==> config.mk <==
export PLATFORM = sky130hd
export DESIGN_NAME = a78_loader
export DESIGN_NICKNAME = d
export VERILOG_FILES = /design/src/rtl/a78_loader.sv
export SDC_FILE = /design/constraint.sdc
export NUM_CORES = 1
export LEC_CHECK = 0
export CAP_MARGIN = 0
export CELL_PAD_IN_SITES_DETAIL_PLACEMENT = 0
export CELL_PAD_IN_SITES_GLOBAL_PLACEMENT = 1
export CORE_MARGIN = 2
export CORE_UTILIZATION = 50
export CTS_BUF_LIST = sky130_fd_sc_hd__clkbuf_16
export DETAILED_ROUTE_END_ITERATION = 8
export DONT_BUFFER_PORTS = 1
export PLACE_DENSITY_LB_ADDON = 0.2
export SLEW_MARGIN = 10
export SYNTH_ARGS = -nofsm -noshare
export SYNTH_HDL_FRONTEND = slang
export SYNTH_SLANG_ARGS = --single-unit
export TNS_END_PERCENT = 50
==> constraint.sdc <==
create_clock -name clock -period 3.3 [get_ports clock]
set_clock_uncertainty 0.05 [all_clocks]
set_input_delay 0.66 -clock clock [delete_from_list [all_inputs] [get_ports clock]]
set_output_delay 0.66 -clock clock [all_outputs]
set_load 0.1 [all_outputs]
==> src/rtl/a78_loader.sv <==
// a78_loader: strips and parses the 128-byte A78 header from the ioctl cart download
// and writes ROM bytes into cart ROM memory. Headerless images are replayed verbatim
// from a local buffer. Define A78_SIZE_CHECK_EN to add the size_mismatch output.
module a78_loader #(
    parameter int HDR_LEN = 128,
    parameter int ADDR_W  = 18
) (
    input  logic              clock,
    input  logic              reset_n,
    input  logic              ioctl_download,
    input  logic              ioctl_wr,
    input  logic [7:0]        ioctl_dout,
    output logic              ioctl_wait,
    output logic [ADDR_W-1:0] mem_addr,
    output logic [7:0]        mem_data,
    output logic              mem_wr,
    input  logic              mem_ack,
    output logic [9:0]        cart_flags,
    output logic [31:0]       cart_size,
    output logic              header_valid,
    output logic              load_done,
    output logic              overflow
`ifdef A78_SIZE_CHECK_EN
    ,
    output logic              size_mismatch
`endif
);
    localparam int CW = $clog2(HDR_LEN);
    localparam logic [CW:0] LAST = (CW+1)'(HDR_LEN - 1);

    localparam logic [2:0] S_IDLE   = 3'd0;
    localparam logic [2:0] S_HDR    = 3'd1;
    localparam logic [2:0] S_REPLAY = 3'd2;
    localparam logic [2:0] S_DATA   = 3'd3;
    localparam logic [2:0] S_WWAIT  = 3'd4;
    localparam logic [2:0] S_DONE   = 3'd5;

    // Expected signature character for header bytes 1..9 ("ATARI7800")
    function automatic logic [7:0] sig_char(input logic [3:0] i);
        case (i)
            4'd1, 4'd3: sig_char = "A";
            4'd2:       sig_char = "T";
            4'd4:       sig_char = "R";
            4'd5:       sig_char = "I";
            4'd6:       sig_char = "7";
            4'd7:       sig_char = "8";
            4'd8, 4'd9: sig_char = "0";
            default:    sig_char = 8'h00;
        endcase
    endfunction

    logic [2:0]        state_q, state_d;
    logic [CW:0]       cnt_q, cnt_d;
    logic [ADDR_W-1:0] addr_q, addr_d;
    logic [7:0]        data_q, data_d;
    logic              wr_q, wr_d;
    logic              wait_q, wait_d;
    logic [9:0]        flags_q, flags_d;
    logic [31:0]       csize_q, csize_d;
    logic [31:0]       hsize_q, hsize_d;
    logic [1:0]        thi_q, thi_d;
    logic [7:0]        tlo_q, tlo_d;
    logic              sig_ok_q, sig_ok_d;
    logic              hv_q, hv_d;
    logic              done_q, done_d;
    logic              ovf_q, ovf_d;
    logic              full_q, full_d;
    logic [ADDR_W:0]   written_q, written_d;
    logic              dl_q, dl_d;
    logic              dl_rise, start, buf_we;
    logic [7:0]        hdr_mem [HDR_LEN];

    assign dl_rise = ioctl_download & ~dl_q;

    // Next-state logic: header parse, replay of buffered bytes, and write handshake
    always_comb begin
        state_d   = state_q;
        cnt_d     = cnt_q;
        addr_d    = addr_q;
        data_d    = data_q;
        wr_d      = wr_q;
        wait_d    = wait_q;
        flags_d   = flags_q;
        csize_d   = csize_q;
        hsize_d   = hsize_q;
        thi_d     = thi_q;
        tlo_d     = tlo_q;
        sig_ok_d  = sig_ok_q;
        hv_d      = hv_q;
        done_d    = done_q;
        ovf_d     = ovf_q;
        full_d    = full_q;
        written_d = written_q;
        dl_d      = ioctl_download;
        start     = 1'b0;
        buf_we    = 1'b0;
        case (state_q)
            S_IDLE: start = dl_rise;
            S_HDR: begin
                if (!ioctl_download) begin
                    state_d = (cnt_q == '0) ? S_DONE : S_REPLAY;
                    wait_d  = (cnt_q != '0);
                    addr_d  = '0;
                end else if (ioctl_wr) begin
                    buf_we = 1'b1;
                    cnt_d  = cnt_q + 1'b1;
                    if (cnt_q >= 1 && cnt_q <= 9 && ioctl_dout != sig_char(cnt_q[3:0])) sig_ok_d = 1'b0;
                    if (cnt_q >= 49 && cnt_q <= 52) hsize_d = {hsize_q[23:0], ioctl_dout};
                    if (cnt_q == 53) thi_d = ioctl_dout[1:0];
                    if (cnt_q == 54) tlo_d = ioctl_dout;
                    if (cnt_q == LAST) begin
                        addr_d  = '0;
                        hv_d    = sig_ok_q;
                        flags_d = sig_ok_q ? {thi_q[0], thi_q[1], tlo_q} : 10'd0;
                        csize_d = sig_ok_q ? hsize_q : 32'd0;
                        state_d = sig_ok_q ? S_DATA : S_REPLAY;
                        wait_d  = !sig_ok_q;
                    end
                end
            end
            S_REPLAY: begin
                if (!wr_q) begin
                    data_d = hdr_mem[addr_q[CW-1:0]];
                    wr_d   = 1'b1;
                end else if (mem_ack) begin
                    wr_d      = 1'b0;
                    written_d = written_q + 1'b1;
                    addr_d    = addr_q + 1'b1;
                    if (addr_q + 1'b1 == ADDR_W'(cnt_q)) begin
                        wait_d  = 1'b0;
                        state_d = S_DATA;
                    end
                end
            end
            S_DATA: begin
                if (!ioctl_download) state_d = S_DONE;
                else if (ioctl_wr && full_q) ovf_d = 1'b1;
                else if (ioctl_wr) begin
                    data_d  = ioctl_dout;
                    wr_d    = 1'b1;
                    wait_d  = 1'b1;
                    state_d = S_WWAIT;
                end
            end
            S_WWAIT: begin
                if (mem_ack) begin
                    wr_d      = 1'b0;
                    wait_d    = 1'b0;
                    written_d = written_q + 1'b1;
                    full_d    = &addr_q;
                    addr_d    = (&addr_q) ? addr_q : addr_q + 1'b1;
                    state_d   = S_DATA;
                end
            end
            S_DONE: begin
                done_d = 1'b1;
                if (!hv_q || hsize_q == 32'd0) csize_d = 32'(written_q);
                start = dl_rise;
            end
            default: state_d = S_IDLE;
        endcase
        if (start) begin
            state_d   = S_HDR;
            cnt_d     = '0;
            addr_d    = '0;
            data_d    = '0;
            wr_d      = 1'b0;
            wait_d    = 1'b0;
            flags_d   = '0;
            csize_d   = '0;
            hsize_d   = '0;
            thi_d     = '0;
            tlo_d     = '0;
            sig_ok_d  = 1'b1;
            hv_d      = 1'b0;
            done_d    = 1'b0;
            ovf_d     = 1'b0;
            full_d    = 1'b0;
            written_d = '0;
        end
    end

    // State registers; dl_q resets high so a download held across reset needs a fresh rise
    always_ff @(posedge clock or negedge reset_n) begin
        if (!reset_n) begin
            state_q   <= S_IDLE;
            cnt_q     <= '0;
            addr_q    <= '0;
            data_q    <= '0;
            wr_q      <= 1'b0;
            wait_q    <= 1'b0;
            flags_q   <= '0;
            csize_q   <= '0;
            hsize_q   <= '0;
            thi_q     <= '0;
            tlo_q     <= '0;
            sig_ok_q  <= 1'b0;
            hv_q      <= 1'b0;
            done_q    <= 1'b0;
            ovf_q     <= 1'b0;
            full_q    <= 1'b0;
            written_q <= '0;
            dl_q      <= 1'b1;
        end else begin
            state_q   <= state_d;
            cnt_q     <= cnt_d;
            addr_q    <= addr_d;
            data_q    <= data_d;
            wr_q      <= wr_d;
            wait_q    <= wait_d;
            flags_q   <= flags_d;
            csize_q   <= csize_d;
            hsize_q   <= hsize_d;
            thi_q     <= thi_d;
            tlo_q     <= tlo_d;
            sig_ok_q  <= sig_ok_d;
            hv_q      <= hv_d;
            done_q    <= done_d;
            ovf_q     <= ovf_d;
            full_q    <= full_d;
            written_q <= written_d;
            dl_q      <= dl_d;
        end
    end

    // Header buffer, kept for replay when the signature check fails
    always_ff @(posedge clock) begin
        if (buf_we) hdr_mem[cnt_q[CW-1:0]] <= ioctl_dout;
    end

    assign ioctl_wait   = wait_q;
    assign mem_addr     = addr_q;
    assign mem_data     = data_q;
    assign mem_wr       = wr_q;
    assign cart_flags   = flags_q;
    assign cart_size    = csize_q;
    assign header_valid = hv_q;
    assign load_done    = done_q;
    assign overflow     = ovf_q;
`ifdef A78_SIZE_CHECK_EN
    assign size_mismatch = done_q & hv_q & (hsize_q != 32'd0) & (hsize_q != 32'(written_q));
`endif
endmodule

# Word level (Yosys, flattened, before mapping)
# Memories as Yosys holds them, arrays and structs flattened.
# Index checks and enable logic that the tools add are counted.
[totals]
mem_count = 2
register_bits = 148
mem_bits_ro = 112
mem_bits_rw = 1024
elab_cells = 213
[memory_table]
columns = ["memory", "depth", "width", "rd", "rd_clocked_by_memory_dff", "write_ports", "line_no", "source"]
rows = [
  ["hdr_mem", 128, 8, 1, 0, 1, "71", "logic [7:0] hdr_mem [HDR_LEN];"],
  ["(no name shown)", 16, 7, 1, 0, 0, "40", "case (i)"],
]
[classes]
n_bitwise = 2
n_eq_ne = 28
n_addsub = 3
muxes = 109
reduce_logical = 47
magnitude_cmp = 4
[op_table]
columns = ["op", "n"]
rows = [
  ["$mux W32", 11],
  ["$mux W18", 8],
  ["$mux W8", 17],
  ["$pmux W32 S2", 1],
  ["$mux W10", 6],
  ["$mux W19", 3],
  ["$pmux W18 S3", 1],
  ["$mux W1", 40],
  ["$ne A3 B3 Y1 const B", 13],
  ["$pmux W19 S2", 1],
  ["$mux W3", 12],
  ["$logic_not A32 Y1", 1],
  ["$reduce_bool A2 Y1", 13],
  ["$reduce_and A4 Y1", 5],
  ["$add A19 B1 Y19 const B", 1],
  ["$add A18 B1 Y18 const B", 1],
  ["$eq A18 B8 Y1", 1],
  ["$reduce_and A18 Y1", 1],
  ["$eq A8 B6 Y1 const B", 2],
  ["$ne A4 B4 Y1 const B", 4],
  ["$pmux W8 S2", 1],
  ["$pmux W3 S5", 1],
  ["$reduce_and A5 Y1", 3],
  ["$mux W2", 5],
  ["30 further kinds", 41],
]

# Depth between registers and ports, before layout
# Gate-level depths: netlist of run 1.
# An unclocked memory read counts as a cell.
[depth]
ltp_word = 11
ltp_mapped = 12

# Worst setup path before layout of run 1
# OpenSTA, ideal clock, no wires.
[synth_path]
path_type = "register to register"
start = "register addr_q[0] (netlist: mem_addr[0])"
end = "register wait_q (netlist: ioctl_wait)"
synth_period_minus_slack_ns = 3.290
arrival_ns = 3.112
slack_ns = 0.010
setup_ns = 0.128
path_stages_with_launch = 10
required_time_ns = 3.122
path_buffers = 1
cell_sequence = "dfrtp_1 > ha_1 > buf_2 > nand4_2 > or3_1 > mux2_1 > o22ai_1 > o41ai_2 > o21ai_1 > mux2_1"
[synth_between]
elab_chain_len = 4
[synth_lines]
columns = ["element", "line_no", "source"]
rows = [
  ["from (decl)", "54", "logic [ADDR_W-1:0] addr_q, addr_d;"],
  ["from (signal assigned)", "207", "addr_q <= addr_d;"],
  ["$add A18 B1 Y18", "129", "if (addr_q + 1'b1 == ADDR_W'(cnt_q)) begin"],
  ["$eq A18 B8 Y1", "129", ""],
  ["$ne A3 B3 Y1 (no source line)", "-", ""],
  ["$reduce_and A10 Y1 (no source line)", "-", ""],
  ["to (signal assigned)", "210", "wait_q <= wait_d;"],
  ["to (decl)", "57", "logic wait_q, wait_d;"],
]
# No other way between the ends.
# A chain may end at the register's enable or synchronous reset.

# Worst setup path in the final report of run 1
[layout_path]
start = "register state_q[1]"
end = "memory hdr_mem[45][2] (enable)"
[layout_between]
elab_chain_len = 4
[layout_lines]
columns = ["element", "line_no", "source"]
rows = [
  ["from (decl)", "52", "logic [2:0] state_q, state_d;"],
  ["from (signal assigned)", "205", "state_q <= state_d;"],
  ["$eq A3 B1 Y1", "97", "case (state_q)"],
  ["$mux W1", "97", ""],
  ["$mux W1", "228", "if (buf_we) hdr_mem[cnt_q[CW-1:0]] <= ioctl_dout;"],
  ["$mux W1 (not written as such)", "228", ""],
  ["to (decl)", "71", ""],
]
# No other way between the ends.

==> results of run 1 <==
[power by group through the flow]
stage | registers [mW] | clock network (mW) | logic [mW]
6_report | 16.9 | 13.1 | 7.81
5_1_grt | 16.9 | 13.9 | 8.28
4_1_cts | 16.9 | 13.3 | 7.82
3_5_place_dp | 17.2 | 0 | 7.67
3_3_place_gp | 17.2 | 0 | 7.62
2_1_floorplan | 17.4 | 0 | 5.58
[flip-flops by register name (all words and copies together), names as in the netlist, 8 cells and up]
register	flops
mem_addr	18
cnt_q	8
written_q	19
hdr_mem	1024
hsize_q	32
cart_flags	10
cart_size	32
tlo_q	8
mem_data	8
[placed cells by master, fill, tap and decap left out, drive strengths merged, types with 13 or more instances in the layout]
cell and n:
a211oi 16, clkbuf 119, o21ai 92, mux2i 266, a31oi 15, mux4 147
nand2 169, o31ai 13, xor2 22, inv 50, nor2 278, a21oi 75
nor3 66, o22ai 56, buf 270, and2 15, clkinv 59, dfrtp 147
a22oi 21, nand3 41, edfxtp 1024, xnor2 14, nor4 24, nand4 19
o221ai 85
[layout make-up]
type                    instances  area, um2
clock inverters               104        832
inverters                      19       71.3
repair buffers                277       2390
clock buffers                 119       2980
multi-input cells            1561      12500
fillers                      7414      40400
well taps                    1265       1580
flip-flops and latches       1172      34500
[worst paths after layout]
check / startpoint / to / slack [ns]
worst max-delay path: state_q[1] / hdr_mem[45][2] / 0.19
worst min-delay path: reset_n / cart_size[20] / -0.42
worst max register to register: state_q[1] / hdr_mem[45][2] / 0.19
worst min register to register: mem_addr[12] / mem_addr[12] / 0.45
max in group asynchronous: reset_n / dl_q / 3.36
min in group clock: ioctl_dout[5] / tlo_q[5] / 0.05
[per-stage QoR]
step	hold WS, ns	instances
after floorplan	0.314	2925
after global placement	0.318	4280
after detailed placement	0.319	4280
after CTS	-0.472	4516
after global routing	-0.462	4517
final	-0.421	4517
[what timing repair did]
action,in CTS,in global routing
hold buffers,13,1
resized for setup,0,1
hold endpoints to repair,412,166
setup endpoints to repair,0,1
[routing by layer]
| metal | up-vias | GRT usage |
|---|---|---|
| met5 | - | 0 |
| met4 | 0 | 0.0632 |
| met3 | 202 | 0.0570 |
| met2 | 1089 | 0.415 |
| met1 | 14300 | 0.360 |
| li1 | 12100 | - |
[logic make-up (layout without fill, tap and decap cells)]
kind of cell | Yosys count | in the layout | share of synthesized area
flip-flops | 1172 | 1172 | 0.714
XOR/XNOR | 36 | 36 | 0.00654
multiplexers | 417 | 417 | 0.126
AND/OR/NAND/NOR | 679 | 679 | 0.0650
AO/OA/AOI/OAI | 421 | 421 | 0.0591
buffers and inverters | 192 | 519 | 0.0267
adder cells (fa/ha/maj) | 8 | 8 | 0.00208
[worst reg2reg max path: stages, from the launching register on]
cell,delay (ns)
dfrtp_1,0.50
or3b_2,0.56
nor3_2,0.42
nand2_1,0.54
nor2_1,0.51
buf_4,0.22
==> summary.md, run 1 <==
| Metric | Value |
|---|---|
| Fraction of layout instances using a drive strength above 1 | `0.187` |
| Largest stage delay on the critical path | `0.56 ns` |
| CTS H-tree lvls | `3` |
| Total Power | `37.8 mW` |
| Critical-path cell list | `or3b_2, nor3_2, nand2_1, nor2_1, buf_4` |
| Critical path depth | `5` |
| Top-Level Pins | `86` |
| Combinational Power Share | `0.207` |
| Top cells by count, synth | `1024 x edfxtp_1, 277 x nor2_1, 266 x mux2i_1, 168 x nand2_1, 147 x dfrtp_1` |
| Area delta synth->final | `13.7%` |
| Initial antenna violation count | `3` |
| P_sw | `11.0 mW` |
| Placed Area | `50800 um2` |
| Core area | `95300 um2` |
| Postcts setup bufs | `0` |
| Vias | `27700` |
| Clock Sinks | `1172` |
| Cell area power density | `689 nW/um2` |
| Number of DRC violations after detailed-routing iteration 0 | `2909` |
| Syn_nets | `2946` |
| Routed vias/inst | `6.12` |
| Port bufs | `0` |
| Gpl congestion | `slightly below 0.9` |
| Worst-Margin Slew | `~1.3 ns` |
| Critical Path Sink Type | `register` |
| Crit path kind | `reg2reg` |
| TritonCTS Buffers | `119` |
| RSZ-0062 raised after global routing | `no` |
| Int Power | `26.8 mW` |
| WL per Instance | `approximately 28 um` |
| Die Width | `approximately 310 um` |
| Met1 wire length | `51.9 mm` |
| Synthesis Warnings | `0` |
| Die Y | `315 um` |
| Slowest-stage cell, CP | `or3b_2` |
| CTS tree | `done` |
| Peak VDD IR | `about 0.00052 V` |
| Final core occ | `0.576` |
| Final period util | `0.942` |
| Max Freq | `0.322 GHz` |
| Max clock buf depth | `3` |
| DRC errors left | `0` |
| Leading area contributor after synthesis | `edfxtp_1` |
| Max cap viols | `0` |
| Ant. Diodes | `0` |
| Cells after Synth | `2925` |
| Fin area | `54900 um2` |
| Root Driver | `clkbuf_16` |
| Reg clk slew, reported paths | `around 0.060 ns` |
| Met3 wire len | `between 10 and 15 mm` |
| Net Sw Frac | `0.291` |
| Outcome | `finished with violations` |
| Final setup fails | `0` |
| Full die area | `99000 um2` |
| Type of origin of the critical path | `register` |
| Largest net degree at the start of global routing | `149` |
| Min Tclk post-route | `3.11 ns` |
| Syn Std Cell Area | `48200 um2` |
| Synth top area share | `0.638` |
| Gr usage total | `0.258` |
| Syn_area_per_cell | `16.5 um2` |
| First-pass DRT Iterations | `6` |
| Starting Density | `0.506` |
| Vias in the first global route | `27800` |
| Slew margin rel. | `0.155` |
| Most common cell in the synthesized netlist | `edfxtp_1` |
| Worst r2r path cells | `5` |
| Drt total wl | `roughly 130 mm` |
| Top FF cell, synth | `edfxtp_1` |
| Place WS | `0.0330 ns` |
| Hold Vio Cnt, Final | `148` |
| Detail Route Antenna Nets | `0` |
| Hold slack final | `-0.421 ns` |
| Site Rows | `113` |
| Main area contributors after synthesis | `edfxtp_1 64%, dfrtp_1 7.6%, mux4_2 6.1%` |
| Cell family with most CP delay | `simple AND/OR/NAND/NOR gates` |
| Latest clock arrival within the worst-skew pair | `0.73 ns` |
| Asr flop ratio synth | `0.126` |
| Routed length on met2 | `60.8 mm` |
| Post-synth cell types | `between 90 and 100` |
| Violated checks | `negative hold slack` |
| Slew Limit Fails | `0` |
| DR top layer | `met4` |
| Setup ws final | `0.193 ns` |
| Hpwl dp | `75.9 mm` |
| Flops & latches, synth | `1172` |
| Register area share after synthesis | `0.714` |
| First-pass GRT wire length | `187 mm` |
| GRT overflow | `0` |
| Clock network fraction of total power | `0.346` |
| Seq pwr share | `0.448` |
| Pleak | `19.0 nW` |
| Post-synth EDFFs | `1024` |
| Max FO, Critical Path | `11` |
| Setup tns final | `0 ns` |
| NumNets Final | `3171` |
| WP buf/inv | `1` |
| Arrival time at the worst endpoint | `3.48 ns` |
| Worst hold path class | `in2async` |
| Critical Path RT | `3.68 ns` |
Note: power is estimated with default switching activity, not from simulation.
==> run 2, diff against run 1 <==
Settings changed: BUFFER_PORTS_ARGS from default to -buffer_cell sky130_fd_sc_hd__buf_2, DONT_BUFFER_PORTS 1 to default, MAX_ROUTING_LAYER from default to met4.
==> summary.md, run 2 (synthesis gave the netlist of run 1 again) <==
| Metric | Value |
|---|---|
| Max clock buf depth | `3 (unchanged)` |
| Worst R2R Start | `mem_addr[0] (was state_q[1])` |
| Fraction of layout instances using a drive strength above 1 | `0.211 (was 0.187)` |
| Max reg flops | `1024 (unchanged)` |
| Peak VDD IR | `0.000582 V (was 0.000519 V)` |
| Total Power | `38.9 mW (was 37.8 mW)` |
| GRT overflow | `0 (unchanged)` |
| Max Freq | `0.299 GHz (was 0.322 GHz)` |
| Register area | `34500 um2 (about the same)` |
| Setup tns final | `-0.0452 ns (was 0 ns)` |
| Final period util | `1.01 (was 0.942)` |
| Worst r2r path cells | `8 (was 5)` |
| Critical Path RT | `3.85 ns (was 3.68 ns)` |
| Cell Count Post-Placement | `4368 (was 4280)` |
| Arrival time at the worst endpoint | `3.90 ns (was 3.48 ns)` |
| Setup ws final | `-0.0452 ns (was 0.193 ns)` |
| Port bufs | `85 (was 0)` |
| Top-Level Pins | `86 (unchanged)` |
| Final core occ | `0.582 (was 0.576)` |
| Combinational Power Share | `0.212 (was 0.207)` |
| Gpl congestion | `0.911 (was 0.891)` |
| Die Width | `315 um (unchanged)` |
| Grt peak-use layer | `met2 (unchanged)` |
| Crit path kind | `reg2reg (unchanged)` |
| Outcome | `finished with violations (unchanged)` |
| Worst Setup SP | `mem_addr[0] (was state_q[1])` |
| Die Y | `315 um (unchanged)` |
| Postcts setup bufs | `0 (unchanged)` |
| CTS tree | `done (unchanged)` |
| Full die area | `99000 um2 (unchanged)` |
| Critical path's most frequent cell | `o31ai_1` |
| First-pass GRT wire length | `185 mm (was 187 mm)` |
| TritonCTS Buffers | `118 (was 119)` |
| Final cell count without fillers | `4593 (was 4517)` |
| Hold Vio Cnt, Final | `0 (was 148)` |
| Area delta synth->final | `14.9% (was 13.7%)` |
| Site Rows | `113 (unchanged)` |
| Fin area | `55400 um2 (was 54900 um2)` |
| Hpwl dp | `81.1 mm (was 75.9 mm)` |
| Placed Area | `51300 um2 (was 50800 um2)` |
| WL per Instance | `27.2 um (was 27.9 um)` |
| Clock network fraction of total power | `0.360 (was 0.346)` |
| Latest clock arrival within the worst-skew pair | `0.70 ns (was 0.73 ns)` |
| Slowest-stage cell, CP | `nor4_1 (was or3b_2)` |
| Met3 Usage GRT | `0.0389 (was 0.0570)` |
| Violated checks | `negative setup slack (was negative hold slack)` |
| Place WS | `0.0326 ns (was 0.0330 ns)` |
| Max cap viols | `0 (unchanged)` |
| Largest net degree at the start of global routing | `103 (was 149)` |
| Net Sw Frac | `0.286 (was 0.291)` |
| CTS H-tree lvls | `3 (unchanged)` |
| Final setup fails | `1 (was 0)` |
| R2r endpoint | `mem_data[7] (was hdr_mem[45][2])` |
| Detail Route Antenna Nets | `0 (unchanged)` |
| NumNets Final | `3245 (was 3171)` |
| Int Power | `27.8 mW (was 26.8 mW)` |
| Routed vias/inst | `6.09 (was 6.12)` |
| Reg clk slew, reported paths | `0.06 ns (about the same)` |
| Number of DRC violations after detailed-routing iteration 0 | `3143 (was 2909)` |
| Hold slack final | `0.205 ns (was -0.421 ns)` |
| RSZ-0062 raised after global routing | `no (unchanged)` |
| Most common cell after layout, fill and taps aside | `edfxtp_1 (unchanged)` |
| Cell area power density | `702 nW/um2 (was 689 nW/um2)` |
| P_sw | `11.1 mW (was 11.0 mW)` |
| Setup crit end | `mem_data[7] (was hdr_mem[45][2])` |
| DRC errors left | `0 (unchanged)` |
| Worst hold path class | `in2reg (was in2async)` |
| Critical-path cell list | `buf_12, mux2i_1, o22ai_1, o22a_1, o31ai_1, nor4_1, nand4bb_1, o31ai_1 (was or3b_2, nor3_2, nand2_1, nor2_1, buf_4)` |
| Starting Density | `0.506 (unchanged)` |
| Reg2Reg Setup Slack | `-0.05 ns (was 0.19 ns)` |
| Area occupied by multi-input gates | `12500 um2 (unchanged)` |
| Type of origin of the critical path | `register (unchanged)` |
| Vias | `28000 (was 27700)` |
| Vias in the first global route | `27800 (about the same)` |
| Core area | `95300 um2 (unchanged)` |
| Largest stage delay on the critical path | `0.71 ns (was 0.56 ns)` |
| Min Tclk post-route | `3.35 ns (was 3.11 ns)` |
| Slew margin rel. | `0.421 (was 0.155)` |
| Worst-Margin Slew | `0.869 ns (was 1.27 ns)` |
| Max FO, Critical Path | `40 (was 11)` |
| Initial antenna violation count | `2 (was 3)` |
| First-pass DRT Iterations | `6 (unchanged)` |
| Seq pwr share | `0.428 (was 0.448)` |
| Root Driver | `clkbuf_16 (unchanged)` |
| Met2 usage | `0.406 (was 0.415)` |
| Pleak | `19.5 nW (was 19.0 nW)` |
| Commonest non-fill, non-tap cells in the layout | `1024 x edfxtp_1, 277 x nor2_1, 266 x mux2i_1 (unchanged)` |
| Met1 usage | `0.363 (was 0.360)` |
| FILL cells | `7292 (was 7414)` |
| Slew Limit Fails | `0 (unchanged)` |
| Clock Sinks | `1172 (unchanged)` |
| Drt total wl | `125 mm (was 126 mm)` |
| Critical Path Sink Type | `register (unchanged)` |
| Gr usage total | `0.262 (was 0.258)` |
## run 2: cell count changes in the layout (fill, tap and decap cells not counted), sizes merged
cell / delta
buf: +81
bufinv: +11
clkbuf: +2
clkinv: -2
clkinvlp: +1
diode: +1
dlygate4sd3: -6
inv: -12
## run 2: worst min-delay path by stage
stage / to / cells after the start / slack [ns] / startpoint
after CTS: dl_q / 2 / 0.16 / ioctl_download
final: dl_q / 2 / 0.21 / ioctl_download
after floorplan: cart_flags[0] / 0 / 0.31 / reset_n
after detailed placement: cart_size[19] / 2 / 0.42 / cart_size[19]
after global placement: cart_size[21] / 2 / 0.41 / cart_size[21]
after global routing: dl_q / 2 / 0.18 / ioctl_download
## run 2: power groups by stage
stage	clock, mW	combinational (mW)	sequential (mW)
finish	14.0	8.24	16.6
global route	14.7	8.80	16.7
CTS	14.2	8.28	16.6
detailed placement	0	8.26	16.9
global placement	0	8.20	16.9
floorplan	0	5.58	17.4
## run 2: area by class of cell
class                   count  share of cell area
repair buffers            352              0.0484
inverters                  19             0.00129
flip-flops and latches   1172               0.622
multi-input cells        1561               0.226
clock buffers             121              0.0546
diodes                      1           0.0000452
well taps                1265              0.0286
clock inverters           102              0.0191
## run 2: critical path, delay by kind of cell (launching register included)
| kind | cells | cell delay (ns) |
|---|---|---|
| and+or+nand+nor | 2 | 1.08 |
| buffers and inverters | 1 | 0.33 |
| DFF | 1 | 0.54 |
| AOI/OAI and AO/OA | 4 | 1.12 |
| muxes | 1 | 0.12 |
## run 2: routing by layer
| metal | wire, um | vias to the layer above |
|---|---|---|
| met5 | 0 | - |
| met4 | 3920 | 0 |
| met3 | 8860 | 225 |
| met2 | 59400 | 1128 |
| met1 | 52600 | 14500 |
| li1 | - | 12200 |
## run 2: what timing repair did
action,CTS,global route
gates resized for setup,1,0
endpoints found under the setup margin,1,0
hold buffers,1,0
endpoints found under the hold margin,69,0
